<file path="config.mk">
export PLATFORM = sky130hd
export DESIGN_NAME = comp_event_unit
export DESIGN_NICKNAME = d
export VERILOG_FILES = /design/src/rtl/comp_event_unit.sv
export SDC_FILE = /design/constraint.sdc
export NUM_CORES = 1
export LEC_CHECK = 0
export ABC_AREA = 1
export BUFFER_PORTS_ARGS = -buffer_cell sky130_fd_sc_hd__buf_2
export CAP_MARGIN = 20
export CELL_PAD_IN_SITES_DETAIL_PLACEMENT = 2
export CELL_PAD_IN_SITES_GLOBAL_PLACEMENT = 2
export CORE_MARGIN = 5
export CORE_UTILIZATION = 33
export CTS_CLUSTER_DIAMETER = 40
export DETAILED_ROUTE_END_ITERATION = 12
export GPL_TIMING_DRIVEN = 1
export PLACE_DENSITY_LB_ADDON = 0.1
export SETUP_SLACK_MARGIN = 0.5
export SLEW_MARGIN = 20
export SYNTH_ARGS = -nofsm -noshare
export SYNTH_HDL_FRONTEND = slang
export SYNTH_SLANG_ARGS = --single-unit
</file>
<file path="constraint.sdc">
create_clock -name SYSCLK -period 4.67 [get_ports SYSCLK]
set_clock_uncertainty 0.2 [all_clocks]
set_input_delay 0.2335 -clock SYSCLK [delete_from_list [all_inputs] [get_ports SYSCLK]]
set_output_delay 0.2335 -clock SYSCLK [all_outputs]
set_load 0.01 [all_outputs]
</file>
<file path="src/rtl/comp_event_unit.sv">
// Comparator event qualifier: resynchronises the raw low/high threshold strobes, qualifies each over
// N consecutive updates, and produces sticky flags, one-shot events and a combined interrupt.
module comp_event_unit #(
    parameter int FCNT_W = 4
) (
    input  logic              SYSCLK,
    input  logic              SYSRSTn,
    input  logic              comp_data_update,
    input  logic              comp_data_low,
    input  logic              comp_data_high,
    input  logic              reg_compen,
    input  logic [FCNT_W-1:0] reg_compfcnt,
    input  logic              reg_compilen,
    input  logic              reg_compihen,
    input  logic              reg_complclrflg,
    input  logic              reg_comphclrflg,
    input  logic              flg_clr_low,
    input  logic              flg_clr_high,
    output logic              comp_flg_low,
    output logic              comp_flg_high,
    output logic              comp_evt_low,
    output logic              comp_evt_high,
    output logic              comp_int
);

    typedef enum logic [1:0] {
        IDLE = 2'd0,
        QUAL = 2'd1,
        TRIP = 2'd2
    } state_t;

    localparam logic [FCNT_W-1:0] CNT_ONE = {{(FCNT_W-1){1'b0}}, 1'b1};

    // Channel index 0 is the low threshold, index 1 the high threshold.
    logic [1:0]        raw_v;
    logic [1:0]        sw_clr_v;
    logic [1:0]        hw_clr_en_v;
    logic [1:0]        flg_v;
    logic [1:0]        evt_v;
    logic [FCNT_W-1:0] n;

    assign raw_v       = {comp_data_high, comp_data_low};
    assign sw_clr_v    = {flg_clr_high, flg_clr_low};
    assign hw_clr_en_v = {reg_comphclrflg, reg_complclrflg};

    // A programmed count of zero behaves as a single-sample qualification.
    assign n = (reg_compfcnt == '0) ? CNT_ONE : reg_compfcnt;

    genvar g;
    for (g = 0; g < 2; g++) begin : g_ch
        state_t            state;
        state_t            state_nxt;
        logic              sync_p0;
        logic              sync_p1;
        logic [FCNT_W-1:0] cnt;
        logic [FCNT_W-1:0] cnt_nxt;
        logic [FCNT_W:0]   cnt_inc;
        logic              trip_entry;
        logic              trip_release;
        logic              flg;
        logic              flg_nxt;
        logic              evt;

        // Stage p0/p1: two-flop resynchroniser for the asynchronous strobe
        always_ff @(posedge SYSCLK or negedge SYSRSTn) begin
            if (!SYSRSTn) begin
                sync_p0 <= 1'b0;
                sync_p1 <= 1'b0;
            end else begin
                sync_p0 <= raw_v[g];
                sync_p1 <= sync_p0;
            end
        end

        always_ff @(posedge SYSCLK or negedge SYSRSTn) begin
            if (!SYSRSTn) begin
                state <= IDLE;
                cnt   <= '0;
                flg   <= 1'b0;
                evt   <= 1'b0;
            end else begin
                state <= state_nxt;
                cnt   <= cnt_nxt;
                flg   <= flg_nxt;
                evt   <= trip_entry;
            end
        end

        // One bit wider so a count lowered below cnt mid-run still compares correctly.
        assign cnt_inc = {1'b0, cnt} + {{FCNT_W{1'b0}}, 1'b1};

        always_comb begin
            state_nxt = state;
            cnt_nxt   = cnt;
            if (!reg_compen) begin
                state_nxt = IDLE;
                cnt_nxt   = '0;
            end else if (comp_data_update) begin
                case (state)
                    IDLE: begin
                        if (sync_p1) begin
                            cnt_nxt   = CNT_ONE;
                            state_nxt = (n == CNT_ONE) ? TRIP : QUAL;
                        end else begin
                            cnt_nxt   = '0;
                        end
                    end
                    QUAL: begin
                        if (!sync_p1) begin
                            state_nxt = IDLE;
                            cnt_nxt   = '0;
                        end else if (cnt_inc >= {1'b0, n}) begin
                            state_nxt = TRIP;
                            cnt_nxt   = n;
                        end else begin
                            cnt_nxt   = cnt_inc[FCNT_W-1:0];
                        end
                    end
                    TRIP: begin
                        if (sync_p1) begin
                            cnt_nxt   = n;
                        end else begin
                            state_nxt = IDLE;
                            cnt_nxt   = '0;
                        end
                    end
                    default: begin
                        state_nxt = IDLE;
                        cnt_nxt   = '0;
                    end
                endcase
            end
        end

        assign trip_entry   = (state != TRIP) && (state_nxt == TRIP);
        assign trip_release = reg_compen && comp_data_update && (state == TRIP) && !sync_p1;

        // Setting has priority over both clear sources.
        always_comb begin
            flg_nxt = flg;
            if (trip_entry) begin
                flg_nxt = 1'b1;
            end else if (sw_clr_v[g] || (hw_clr_en_v[g] && trip_release)) begin
                flg_nxt = 1'b0;
            end
        end

        assign flg_v[g] = flg;
        assign evt_v[g] = evt;
    end

    always_ff @(posedge SYSCLK or negedge SYSRSTn) begin
        if (!SYSRSTn) begin
            comp_int <= 1'b0;
        end else begin
            comp_int <= (flg_v[0] & reg_compilen) | (flg_v[1] & reg_compihen);
        end
    end

    assign comp_flg_low  = flg_v[0];
    assign comp_flg_high = flg_v[1];
    assign comp_evt_low  = evt_v[0];
    assign comp_evt_high = evt_v[1];

endmodule
</file>
==> results_tabular.tex <==
\begin{tabular}{lr}
\hline
Metric & Value \\
\hline
\multicolumn{2}{l}{\textbf{Drt}} \\
Post-detailed-route count of antenna-violating nets & 0 \\
Pre-antenna DRT Iters & 4 \\
DRC violation total after the first TritonRoute iteration & 29 \\
DRT Wirelength & between 3 and 4 mm \\
DRC violation count after routing & 0 \\
Vias & 1260 \\
Post-detailed-route wirelength per cell & approximately 15 µm \\
Via density & 4.92 \\
\multicolumn{2}{l}{\textbf{Synthesis}} \\
Cell area after technology mapping & $\sim$0.0013 mm² \\
Syn Nets & $\sim$200 \\
Gate count of the mapped netlist & 181 \\
Share of the synthesized area in the top cell type & 40.7\% \\
Dominant register cell in the synthesized netlist & sky130\_fd\_sc\_hd\_\_dfrtp\_1 \\
Yosys warns & 0 \\
Sequential element share of the synthesized area & 40.7\% \\
Biggest area consumer among synthesized cells & sky130\_fd\_sc\_hd\_\_dfrtp\_1 \\
Leading cell type by number of instances after synthesis & sky130\_fd\_sc\_hd\_\_nand2\_1 \\
Cell types with the largest area share after synthesis & sky130\_fd\_sc\_hd\_\_dfrtp\_1 41\%, sky130\_fd\_sc\_hd\_\_nand2\_1 23\%, sky130\_fd\_sc\_hd\_\_inv\_1 7.0\% \\
Proportion of synthesized flip-flops having asynchronous set or reset & 100\% \\
Unique masters post-synth & 24 \\
Leading cell types by count after synthesis & 78 x sky130\_fd\_sc\_hd\_\_nand2\_1, 24 x sky130\_fd\_sc\_hd\_\_inv\_1, 21 x sky130\_fd\_sc\_hd\_\_dfrtp\_1, 11 x sky130\_fd\_sc\_hd\_\_nor2\_1 \\
Number of flops mapped to enable cells by yosys & 0 \\
Count of state elements after synthesis & 21 \\
Per-instance average area after synthesis & between 7 and 8 µm² \\
\multicolumn{2}{l}{\textbf{STA}} \\
Total negative setup slack & 0 ns \\
Ratio of final minimum period to clock period & 50.0\% \\
Final number of hold-violating endpoints & 0 \\
Post-layout minimum cycle time & 2.33 ns \\
RSZ-0062 raised after global routing & false \\
Maximum clock frequency & 429 MHz \\
Max-slew violation total from the final report & 0 \\
Worst relative slew slack & 45.3\% \\
Slew at the pin closest to its max-slew limit & 0.817 ns \\
\# setup viols final & 0 \\
Final hold slack & about 0.021 ns \\
\multicolumn{2}{l}{\textbf{Hold path}} \\
End of the worst hold path & comp\_flg\_low \\
Classification of the worst-slack hold path & primary input to flip-flop \\
Worst hold start & flg\_clr\_low \\
Hold Path Depth & 3 \\
\multicolumn{2}{l}{\textbf{Floorplan}} \\
Die area & 0.00526 mm² \\
Die height & 72.5 µm \\
Horiz. Die Dim & between 70 and 80 µm \\
Number of placed I/O pins & 21 \\
Row count & 22 \\
Core ar. & roughly 0.0037 mm² \\
Starting density of the core & between 30\% and 40\% \\
\multicolumn{2}{l}{\textbf{Status}} \\
Result of the run & finished, final reports clean \\
\multicolumn{2}{l}{\textbf{Critical path}} \\
Worst r2r dst & comp\_flg\_high \\
Worst setup path class & flip-flop to flip-flop \\
Worst setup slack for register-to-register paths & 2.34 ns \\
Sequence of cells on the critical path & ha\_1 > ha\_1 > nand2\_1 > nand2\_1 > nand2\_1 > inv\_1 > nand2\_2 > nand4\_2 > nand2\_1 > nand2\_1 > nand2\_2 > nor2\_1 > nand2\_1 > nand2\_1 \\
FF-to-FF Start & g\_ch[1].cnt[0] \\
Highest fanout seen on the critical path & 6 \\
CP Buf/Inv Count & 1 \\
Critical path capture point type & flip-flop \\
Family of cells with the greatest summed delay on the critical path & simple AND/OR/NAND/NOR gates \\
Number of cells traversed by the worst register-to-register path & 14 \\
Largest stage delay on the critical path & 0.44 ns \\
Slowest-stage cell, CP & sky130\_fd\_sc\_hd\_\_dfrtp\_1 \\
Startpoint types & flip-flop \\
Arrival time of the worst setup path & 2.29 ns \\
WP data required & between 4 and 5 ns \\
Dominant cell type by count on the critical path & sky130\_fd\_sc\_hd\_\_nand2\_1 \\
\multicolumn{2}{l}{\textbf{Clock tree}} \\
Skew-Pair Late Insertion Delay & 0.26 ns \\
Number of sinks handled by clock tree synthesis & 21 \\
Clk slew on worst S/H paths & 0.08 ns \\
Clock buffer depth & 2 \\
H-tree levels & 1 \\
Post-CTS setup buffers & 0 \\
Root Buffer & sky130\_fd\_sc\_hd\_\_clkbuf\_8 \\
Total CTS buffers & 3 \\
TritonCTS clock tree & yes \\
\multicolumn{2}{l}{\textbf{Placed design}} \\
Weighted congestion reported at the end of routability-driven placement & slightly below 0.8 \\
Placed cell count & 248 \\
Count of buffers inserted at the top-level ports & 20 \\
Post-DP HPWL & 3.05 mm \\
\multicolumn{2}{l}{\textbf{Global routing}} \\
Via count of the first global-routing pass & 1477 \\
Global-route wire length before repair & 6.68 mm \\
Largest net degree at the start of global routing & 22 \\
Antenna violations before repair & 0 \\
Overall routing resource usage & 15.8\% \\
Sum of overflow across all layers after global routing & 0 \\
\multicolumn{2}{l}{\textbf{Power and ir drop}} \\
Leakage power figure & 0.872 nW \\
Pwr dens & 242 mW/mm² \\
Peak supply drop & roughly 160 µV \\
Power consumption & 0.000371 W \\
\multicolumn{2}{l}{\textbf{Layout}} \\
Synth-to-layout area growth & 18.7\% \\
Ratio of cells with drive above 1 in the final layout & 14.4\% \\
Antenna cell count & 0 \\
Number of inserted filler cells in the final layout & 482 \\
Count of placed standard cells in the final layout, fillers left out & 256 \\
Post-layout net count & 232 \\
\multicolumn{2}{l}{\textbf{Job}} \\
MaxCap Viol Count & 0 \\
\hline
\end{tabular}
cell type report:
cell class                      instances  area [µm²]  share of cell area, %
Multi-Input combinational cell        135         671                   43.8
Timing Repair Buffer                   24         140                   9.15
Clock buffer                            4        45.0                   2.94
Tap cell                               48        60.1                   3.92
Inverter                               24        90.1                   5.88
Sequential cell                        21         526                   34.3
cells by family after synthesis:
logic type,count (synthesis),synth area share (%)
compound gates,16,7.86
xor+xnor,1,0.679
fa+ha+maj,7,6.79
buf+inv,25,7.27
flops,21,40.7
simple gates,111,36.7
through the flow:
step | cell area, µm² | setup slack (ns) | utilization (%)
after floorplan | 1290 | 2.67 | -
after global placement | 1450 | 2.41 | 38.9
after detailed placement | 1450 | 2.25 | 38.9
after CTS | 1520 | 2.31 | 40.9
after global routing | 1530 | 2.15 | 41.2
final | 1530 | 2.34 | 41.2
placed cells by master, fill, tap and decap left out:
cell type                       instances
sky130_fd_sc_hd__a21boi_0               1
sky130_fd_sc_hd__a21boi_1               1
sky130_fd_sc_hd__a21oi_1                2
sky130_fd_sc_hd__a22o_1                 1
sky130_fd_sc_hd__a31o_2                 1
sky130_fd_sc_hd__buf_2                 20
sky130_fd_sc_hd__clkbuf_1               1
sky130_fd_sc_hd__clkbuf_8               3
sky130_fd_sc_hd__dfrtp_1               21
sky130_fd_sc_hd__dlygate4sd3_1          4
sky130_fd_sc_hd__ha_1                   7
sky130_fd_sc_hd__inv_1                 24
sky130_fd_sc_hd__nand2_1               78
sky130_fd_sc_hd__nand2_2                2
sky130_fd_sc_hd__nand3_1                7
sky130_fd_sc_hd__nand3_2                1
sky130_fd_sc_hd__nand3b_1               3
sky130_fd_sc_hd__nand4_1                3
sky130_fd_sc_hd__nand4_2                1
sky130_fd_sc_hd__nor2_1                11
sky130_fd_sc_hd__nor2_2                 1
sky130_fd_sc_hd__nor3_1                 3
sky130_fd_sc_hd__o21ai_0                7
sky130_fd_sc_hd__o21ai_2                1
sky130_fd_sc_hd__o21bai_1               2
sky130_fd_sc_hd__or2_1                  1
sky130_fd_sc_hd__xor2_1                 1
routing by layer:
| metal | part of all wire (%) | routed length (µm) | track usage, % | vias up |
|---|---|---|---|---|
| li1 | - | - | - | 621 |
| met1 | 44 | 1670 | 19.9 | 609 |
| met2 | 51 | 1940 | 28.3 | 25 |
| met3 | 4.1 | 154 | 2.22 | 5 |
| met4 | 0.82 | 31 | 3.69 | 0 |
| met5 | 0 | 0 | 0 | - |
worst register-to-register path, stage by stage, from the launching register on:
cell	delay, ns
sky130_fd_sc_hd__dfrtp_1	0.44
sky130_fd_sc_hd__ha_1	0.33
sky130_fd_sc_hd__ha_1	0.28
sky130_fd_sc_hd__nand2_1	0.07
sky130_fd_sc_hd__nand2_1	0.05
sky130_fd_sc_hd__nand2_1	0.07
sky130_fd_sc_hd__inv_1	0.05
sky130_fd_sc_hd__nand2_2	0.06
sky130_fd_sc_hd__nand4_2	0.16
sky130_fd_sc_hd__nand2_1	0.12
sky130_fd_sc_hd__nand2_1	0.07
sky130_fd_sc_hd__nand2_2	0.10
sky130_fd_sc_hd__nor2_1	0.06
sky130_fd_sc_hd__nand2_1	0.10
sky130_fd_sc_hd__nand2_1	0.06
power breakdown:
group,switching (W),internal [W]
logic,0.0000352,0.0000219
clock network,0.0000594,0.0000607
registers,0.00000593,0.000188
total,0.000101,0.000271
repair_timing:
action	CTS	global route
hold buffers	3	1
endpoints found under the hold margin	23	1
resized for setup	0	0
endpoints found under the setup margin	0	0
flip-flops by register name, summed over array words and instances, names as in the netlist:
name           count
comp_flg_low       1
g_ch.sync_p1       2
g_ch.cnt           8
comp_evt_low       1
comp_flg_high      1
g_ch.state         4
comp_evt_high      1
comp_int           1
g_ch.sync_p0       2
worst max path at each step:
stage | start | end | cells past startpoint | slack, ns
2_1_floorplan | g_ch[1].cnt[0] | comp_flg_high | 14 | 2.67
3_3_place_gp | reg_compfcnt[2] | comp_flg_high | 18 | 2.41
3_5_place_dp | reg_compfcnt[2] | comp_flg_high | 18 | 2.25
4_1_cts | g_ch[1].cnt[0] | comp_flg_high | 14 | 2.31
5_1_grt | g_ch[1].cnt[0] | comp_flg_high | 14 | 2.15
6_report | g_ch[1].cnt[0] | comp_flg_high | 14 | 2.34
Power figures use the tool's default switching activity.
